**src/rtl/fetch_decode_unit_pkg.sv**
```systemverilog
// Shared opcode, register and field-position constants for the
// MiniAlu fetch/decode stage and its neighbours.
package fetch_decode_unit_pkg;

   localparam logic [3:0] NOP  = 4'd0;
   localparam logic [3:0] LED  = 4'd1;
   localparam logic [3:0] BLE  = 4'd2;
   localparam logic [3:0] STO  = 4'd3;
   localparam logic [3:0] ADD  = 4'd4;
   localparam logic [3:0] JMP  = 4'd5;
   localparam logic [3:0] SUB  = 4'd6;
   localparam logic [3:0] IMUL = 4'd7;

   localparam logic [7:0] R0 = 8'd0;
   localparam logic [7:0] R1 = 8'd1;
   localparam logic [7:0] R2 = 8'd2;
   localparam logic [7:0] R3 = 8'd3;
   localparam logic [7:0] R4 = 8'd4;
   localparam logic [7:0] R5 = 8'd5;
   localparam logic [7:0] R6 = 8'd6;
   localparam logic [7:0] R7 = 8'd7;

   localparam int OPCODE_MSB  = 27;
   localparam int OPCODE_LSB  = 24;
   localparam int PAYLOAD_MSB = 23;
   localparam int DEST_MSB    = 23;
   localparam int DEST_LSB    = 16;
   localparam int SRC1_MSB    = 15;
   localparam int SRC1_LSB    = 8;
   localparam int SRC2_MSB    = 7;
   localparam int SRC2_LSB    = 0;
   localparam int IMM_MSB     = 15;
   localparam int IMM_LSB     = 0;

   // A NOP with a non-zero payload suspends issue for payload cycles.
   function automatic logic is_delay_nop(input logic [27:0] w);
      return (w[OPCODE_MSB:OPCODE_LSB] == NOP) &&
             (w[PAYLOAD_MSB:0] != 24'd0);
   endfunction

endpackage

```
**src/rtl/fetch_decode_unit_if.sv**
```systemverilog
// Fetch/decode bus: ROM address/word, execute back-pressure and
// redirect, and the decoded instruction fields (master = fetch unit).
interface fetch_decode_unit_if #(
   parameter int ADDR_WIDTH  = 16,
   parameter int INSTR_WIDTH = 28
);
   logic [ADDR_WIDTH-1:0]  oRomAddress;
   logic [INSTR_WIDTH-1:0] iRomInstruction;
   logic                   iStall;
   logic                   iBranchTaken;
   logic [ADDR_WIDTH-1:0]  iBranchTarget;
   logic                   oValid;
   logic [3:0]             oOpcode;
   logic [7:0]             oDest;
   logic [7:0]             oSrc1;
   logic [7:0]             oSrc2;
   logic [15:0]            oImm;
   logic [ADDR_WIDTH-1:0]  oPC;
   logic                   oDelayBusy;

   modport master (
      output oRomAddress, oValid, oOpcode, oDest, oSrc1,
      output oSrc2, oImm, oPC, oDelayBusy,
      input  iRomInstruction, iStall, iBranchTaken, iBranchTarget
   );

   modport slave (
      input  oRomAddress, oValid, oOpcode, oDest, oSrc1,
      input  oSrc2, oImm, oPC, oDelayBusy,
      output iRomInstruction, iStall, iBranchTaken, iBranchTarget
   );
endinterface

```
**src/rtl/fetch_decode_unit_nop_delay_counter.sv**
```systemverilog
// Loadable down-counter timing NOP-delay suspensions.
// Ports: Clock, Reset, iLoad/iLoadValue, iEnable, iClear, oCount, oDone.
module nop_delay_counter #(
   parameter int DELAY_WIDTH = 24
) (
   input  logic                   Clock,
   input  logic                   Reset,
   input  logic                   iLoad,
   input  logic                   iEnable,
   input  logic                   iClear,
   input  logic [DELAY_WIDTH-1:0] iLoadValue,
   output logic [DELAY_WIDTH-1:0] oCount,
   output logic                   oDone
);
   logic [DELAY_WIDTH-1:0] count_q, count_d;

   // Saturates at zero so a stall spanning the expiry cannot wrap it.
   always_comb begin
      count_d = count_q;
      if (iClear)
         count_d = '0;
      else if (iLoad)
         count_d = iLoadValue;
      else if (iEnable && count_q != '0)
         count_d = count_q - DELAY_WIDTH'(1);
   end

   always_ff @(posedge Clock) begin
      if (Reset)
         count_q <= '0;
      else
         count_q <= count_d;
   end

   assign oCount = count_q;
   assign oDone  = (count_q == DELAY_WIDTH'(1));
endmodule

```
**src/rtl/fetch_decode_unit.sv**
```systemverilog
// Fetch/decode stage: owns the PC, registers the ROM word and splits it.
// Ports: Clock, Reset (sync, high), bus (fetch_decode_unit_if.master).
module fetch_decode_unit
   import fetch_decode_unit_pkg::*;
#(
   parameter int                    ADDR_WIDTH  = 16,
   parameter int                    INSTR_WIDTH = 28,
   parameter int                    DELAY_WIDTH = 24,
   parameter logic [ADDR_WIDTH-1:0] RESET_PC    = '0
) (
   input  logic                 Clock,
   input  logic                 Reset,
   fetch_decode_unit_if.master  bus
);
   typedef enum logic {RUN = 1'b0, DELAY = 1'b1} state_e;

   state_e                 state_q, state_d;
   logic [ADDR_WIDTH-1:0]  pc_q, pc_d;
   logic [ADDR_WIDTH-1:0]  opc_q, opc_d;
   logic [INSTR_WIDTH-1:0] instr_q, instr_d;
   logic                   valid_q, valid_d;
   logic                   cnt_ld, cnt_en, cnt_clr, cnt_done;
   logic [DELAY_WIDTH-1:0] cnt;

   nop_delay_counter #(.DELAY_WIDTH(DELAY_WIDTH)) u_cnt (
      .Clock      (Clock),
      .Reset      (Reset),
      .iLoad      (cnt_ld),
      .iEnable    (cnt_en),
      .iClear     (cnt_clr),
      .iLoadValue (DELAY_WIDTH'(bus.iRomInstruction[PAYLOAD_MSB:0])),
      .oCount     (cnt),
      .oDone      (cnt_done)
   );

   always_comb begin
      state_d = state_q;
      pc_d    = pc_q;
      opc_d   = opc_q;
      instr_d = instr_q;
      valid_d = valid_q;
      cnt_ld  = 1'b0;
      cnt_en  = 1'b0;
      cnt_clr = 1'b0;
      if (bus.iBranchTaken) begin
         pc_d    = bus.iBranchTarget;
         valid_d = 1'b0;
         instr_d = '0;
         instr_d[OPCODE_MSB:OPCODE_LSB] = NOP;
         state_d = RUN;
         cnt_clr = 1'b1;
      end else if (bus.iStall) begin
         cnt_en = (state_q == DELAY);
      end else if (state_q == DELAY) begin
         valid_d = 1'b0;
         cnt_en  = 1'b1;
         // Zero count only if a stall swallowed the final tick.
         if (cnt_done || cnt == '0)
            state_d = RUN;
      end else begin
         instr_d = bus.iRomInstruction;
         valid_d = 1'b1;
         opc_d   = pc_q;
         pc_d    = pc_q + ADDR_WIDTH'(1);
         if (is_delay_nop(28'(bus.iRomInstruction))) begin
            state_d = DELAY;
            cnt_ld  = 1'b1;
         end
      end
   end

   always_ff @(posedge Clock) begin
      if (Reset) begin
         state_q <= RUN;
         pc_q    <= RESET_PC;
         opc_q   <= '0;
         instr_q <= '0;
         valid_q <= 1'b0;
      end else begin
         state_q <= state_d;
         pc_q    <= pc_d;
         opc_q   <= opc_d;
         instr_q <= instr_d;
         valid_q <= valid_d;
      end
   end

   assign bus.oRomAddress = pc_q;
   assign bus.oValid      = valid_q;
   assign bus.oOpcode     = instr_q[OPCODE_MSB:OPCODE_LSB];
   assign bus.oDest       = instr_q[DEST_MSB:DEST_LSB];
   assign bus.oSrc1       = instr_q[SRC1_MSB:SRC1_LSB];
   assign bus.oSrc2       = instr_q[SRC2_MSB:SRC2_LSB];
   assign bus.oImm        = instr_q[IMM_MSB:IMM_LSB];
   assign bus.oPC         = opc_q;
   assign bus.oDelayBusy  = (state_q == DELAY);
endmodule
```
**src/flat_wrapper.sv**
```systemverilog
// flat-port wrapper written by rule: the top's interface ports become plain ports
module fetch_decode_unit_flat import fetch_decode_unit_pkg::*;
#(
   parameter int                    ADDR_WIDTH  = 16,
   parameter int                    INSTR_WIDTH = 28,
   parameter int                    DELAY_WIDTH = 24,
   parameter logic [ADDR_WIDTH-1:0] RESET_PC    = '0
)
  (Clock, Reset, bus_oRomAddress, bus_oValid, bus_oOpcode, bus_oDest, bus_oSrc1, bus_oSrc2, bus_oImm, bus_oPC, bus_oDelayBusy, bus_iRomInstruction, bus_iStall, bus_iBranchTaken, bus_iBranchTarget);
  fetch_decode_unit_if #(.ADDR_WIDTH(ADDR_WIDTH), .INSTR_WIDTH(INSTR_WIDTH)) bus_i ();
  input  logic Clock;
  input  logic Reset;
  output wire logic [$bits(bus_i.oRomAddress)-1:0] bus_oRomAddress;
  output wire logic [$bits(bus_i.oValid)-1:0] bus_oValid;
  output wire logic [$bits(bus_i.oOpcode)-1:0] bus_oOpcode;
  output wire logic [$bits(bus_i.oDest)-1:0] bus_oDest;
  output wire logic [$bits(bus_i.oSrc1)-1:0] bus_oSrc1;
  output wire logic [$bits(bus_i.oSrc2)-1:0] bus_oSrc2;
  output wire logic [$bits(bus_i.oImm)-1:0] bus_oImm;
  output wire logic [$bits(bus_i.oPC)-1:0] bus_oPC;
  output wire logic [$bits(bus_i.oDelayBusy)-1:0] bus_oDelayBusy;
  input wire logic [$bits(bus_i.iRomInstruction)-1:0] bus_iRomInstruction;
  input wire logic [$bits(bus_i.iStall)-1:0] bus_iStall;
  input wire logic [$bits(bus_i.iBranchTaken)-1:0] bus_iBranchTaken;
  input wire logic [$bits(bus_i.iBranchTarget)-1:0] bus_iBranchTarget;
  assign bus_oRomAddress = bus_i.oRomAddress;
  assign bus_oValid = bus_i.oValid;
  assign bus_oOpcode = bus_i.oOpcode;
  assign bus_oDest = bus_i.oDest;
  assign bus_oSrc1 = bus_i.oSrc1;
  assign bus_oSrc2 = bus_i.oSrc2;
  assign bus_oImm = bus_i.oImm;
  assign bus_oPC = bus_i.oPC;
  assign bus_oDelayBusy = bus_i.oDelayBusy;
  assign bus_i.iRomInstruction = bus_iRomInstruction;
  assign bus_i.iStall = bus_iStall;
  assign bus_i.iBranchTaken = bus_iBranchTaken;
  assign bus_i.iBranchTarget = bus_iBranchTarget;
  fetch_decode_unit #(.ADDR_WIDTH(ADDR_WIDTH), .INSTR_WIDTH(INSTR_WIDTH), .DELAY_WIDTH(DELAY_WIDTH), .RESET_PC(RESET_PC)) u_core (.Clock(Clock), .Reset(Reset), .bus(bus_i));
endmodule
```
**config.mk**
```make
export PLATFORM = sky130hd
export DESIGN_NAME = fetch_decode_unit_flat
export DESIGN_NICKNAME = d
export VERILOG_FILES = /design/src/rtl/fetch_decode_unit_pkg.sv /design/src/rtl/fetch_decode_unit_if.sv /design/src/rtl/fetch_decode_unit_nop_delay_counter.sv /design/src/rtl/fetch_decode_unit.sv /design/src/flat_wrapper.sv
export SDC_FILE = /design/constraint.sdc
export NUM_CORES = 1
export LEC_CHECK = 0
export ABC_CLOCK_PERIOD_IN_PS = 3200
export CAP_MARGIN = 5
export CELL_PAD_IN_SITES_DETAIL_PLACEMENT = 1
export CELL_PAD_IN_SITES_GLOBAL_PLACEMENT = 1
export CORE_ASPECT_RATIO = 0.8
export CORE_MARGIN = 10
export CORE_UTILIZATION = 34
export DETAILED_ROUTE_END_ITERATION = 12
export PLACE_DENSITY_LB_ADDON = 0.1
export REMOVE_ABC_BUFFERS = 1
export SYNTH_ARGS = -nofsm -noshare
export SYNTH_HDL_FRONTEND = slang
export SYNTH_HIERARCHICAL = 1
export SYNTH_SLANG_ARGS = --single-unit
export TNS_END_PERCENT = 30
```
**constraint.sdc**
```tcl
create_clock -name Clock -period 3.2 [get_ports Clock]
set_input_delay 0.32 -clock Clock [delete_from_list [all_inputs] [get_ports Clock]]
set_output_delay 0.32 -clock Clock [all_outputs]
set_load 0.05 [all_outputs]
```
==> reports/metrics.csv <==
stage,metric,value,unit
die,die_h,119.6,um
routing,drc_errors,0,
die,pin_count,126,
cells_and_area,nets,679,
routing,vias,4305,
worst_setup_path,critPathLaunchType,flop,
synth,synth.top_cells.by_area,"dfxtp_1 41%, nand2_1 8.8%, a21oi_1 6.3%, nor4_1 3.9%, buf_4 3.0%",
synth,synth.distinct_cells,51,
sta,slew_headroom,46.14,%
synth,synth-main-ff-cell,dfxtp_1,
synth,synth_top_family_by_area,simple AND/OR/NAND/NOR gates,
routing,drt_iter0_markers,274,
cells_and_area,fill_cells,1465,
power_and_ir_drop,p_leak,0.001951,uW
clock_network,clockBufferDepth,2,
sta,period_share,85.11,%
synth,synth_xor_area_share,3.532,%
cells_and_area,ff_latch_area,0.001722,mm2
synth,synthAdderAreaFrac,1.187,%
synth,yosysSeqAreaShare,40.84,%
power_and_ir_drop,powerDensity,462.7,mW/mm2
clock_network,cts_max_level,3,
sta,layout_min_cycle_time,2723,ps
die,dieArea,0.01728,mm2
sta,final_max_slew_viol_count,0,
cells_and_area,area_growth,37.87,%
clock_network,post_cts_buffers,0,
routing,wl_per_cell,19.11,um
synth,synth_edf_count,0,
worst_setup_path,cpMaxStageDelayCell,nor4_1,
sta,clock_skew,8.574,ps
clock_network,cts_tree,yes,
synth,yosysTopAreaCellShare,40.84,%
placement,dp_hpwl,11.10,mm
cells_and_area,final_cell_area,0.005812,mm2
die,rows,36,
synth,synth_simple_gate_area_share,27.87,%
worst_setup_path,cp_data_required_time,3420,ps
synth,netlist_instances,527,
power_and_ir_drop,ir_drop,355.8,uV
synth,syn_avg_cell_area,7.999,um2
worst_setup_path,cp_max_fo,13,
sta,setup_viol,0,
clock_network,cts_resized,0,
synth,yosysTopAreaCell,dfxtp_1,
sta,hold_viol,0,
synth,synth_area,0.004215,mm2
clock_network,clk_pin_slew,60,ps
clock_network,cts_root_buf,clkbuf_16,
worst_setup_path,critPathArrivalTime,2940,ps
die,die_x,144.5,um
placement,portBuffers,125,
clock_network,numCtsBuffers,9,
routing,firstDrtPassIters,4,
clock_network,clock_latency,340,ps
cells_and_area,layout_common_cells,"125 x clkdlybuf4s50_1, 99 x nand2_1, 86 x dfxtp_1",
placement,place.gp.congestion,0.8457,
synth,synth-compound-area-share,19.62,%
cells_and_area,multi_input_area,0.002203,mm2
sta,fmax,367.2,MHz
routing,ant_nets,0,
routing,wirelength,14.98,mm
job,maxCapViolations,0,
status,status,"finished, final reports clean",
cells_and_area,drive_above_1_share,7.595,%
synth,synth_mux_area_share,0,%
die,initial_core_util,34.66,%
cells_and_area,final_common_cell,clkdlybuf4s50_1,
cells_and_area,diodes,0,
sta,worst_pin_slew,801.8,ps
global_routing,grt_pass1_wl,24.35,mm
clock_network,clock_sinks,86,
clock_network,postCtsHoldBufs,0,
global_routing,first_global_vias,4459,
die,coreArea,0.01216,mm2
synth,yosys_warnings,6,
synth,async_flop_share,0,%
routing,avgViaCountPerCell,5.491,
global_routing,grt_max_degree,36,
worst_setup_path,slowest_delay,640,ps
synth,ys_seq_elements,86,
sta,rsz0062_at_grt,no,
hold_path,worstHoldPathType,flop to flop,
worst_setup_path,critical_path.cell_chain,"inv_1, ha_1, nor3b_1, nand3_1, nor4_1, xnor2_1, a21oi_1",
global_routing,antenna_found_initial,0,
placement,dpl_cell_area,0.005502,mm2
worst_setup_path,crit_type,flop to flop,
global_routing,grt_overflow_total,0,
sta,whs,460.9,ps
worst_setup_path,end_kind,flop,
global_routing,grt.total_usage,17.28,%
## registers in the layout (all words and copies together) (netlist names)
register,cells
u_core/bus.oDelayBusy,1
u_core/bus.oPC,16
u_core/bus.oRomAddress,16
u_core/bus.oValid,1
u_core/instr_q,28
u_core/u_cnt/oCount,24
## per-layer routing
layer  global-route usage (%)  part of all wire (%)  up-vias
li1                         -                     -     2094
met1                    23.42                    48     2097
met2                    26.21                    44      106
met3                    5.637                   7.5        8
met4                    3.531                  0.69        0
met5                        0                     0        -
## cell type report
cell class | instances | area share [%]
repair buffers | 139 | 23.34
multi-input cells | 383 | 37.91
inverters | 8 | 0.5167
flip-flops and latches | 86 | 29.62
clock buffers | 12 | 4.413
well taps | 152 | 3.272
clock inverters | 4 | 0.9257
## cell families (layout without fill, tap and decap cells)
logic type                 count (synthesis)  count (layout)
and+or+nand+nor                          230             230
adders and majority gates                  4               4
xor gates and xnor gates                  17              17
AOI/OAI and AO/OA                        132             132
DFF                                       86              86
buffers and inverters                     58             163
## power by group
part           leakage [uW]  switching, uW  total (uW)  internal (uW)
clock network      0.000145            446        1100            651
registers          0.000701           37.8        1140           1100
logic               0.00110            285         449            165
## worst paths after layout
| check | start | endpoint | slack (ps) | depth (start not counted) |
|---|---|---|---|---|
| worst min-delay path | u_core/bus.oPC[14] | u_core/bus.oPC[14] | 460 | 2 |
| worst max-delay path | u_core/u_cnt/oCount[0] | u_core/u_cnt/oCount[20] | 480 | 7 |
| worst min register to register | u_core/bus.oPC[14] | u_core/bus.oPC[14] | 460 | 2 |
| worst max register to register | u_core/u_cnt/oCount[0] | u_core/u_cnt/oCount[20] | 480 | 7 |
## worst max-delay path, delay by kind of cell, from the launching register on
family / cells / cell delay, ps
flops: 1 / 360
xor+xnor: 1 / 210
compound gates: 1 / 90
fa+ha+maj: 1 / 170
simple gates: 3 / 1650
buf+inv: 1 / 130
## synth_stat cells (all sizes together), types with 11 or more instances
master   n
a21oi   53
a31oi   12
buf     22
clkbuf  28
dfxtp   86
nand2   99
nor2    30
nor3    11
nor4    26
o21ai   25
o31ai   12
or4     15
## per-stage QoR
step	setup TNS, ps	power (uW)	std cells	worst slack, ps	util, %
after CTS	0	2719	784	578.0	47.79
after floorplan	-2626	1403	477	-181.4	-
after global placement	0	1610	768	282.5	45.24
after detailed placement	0	1619	768	236.8	45.24
final	0	2689	784	476.5	47.79
after global routing	0	2798	784	367.0	47.79
No activity file was read; power rests on OpenSTA's default activity.
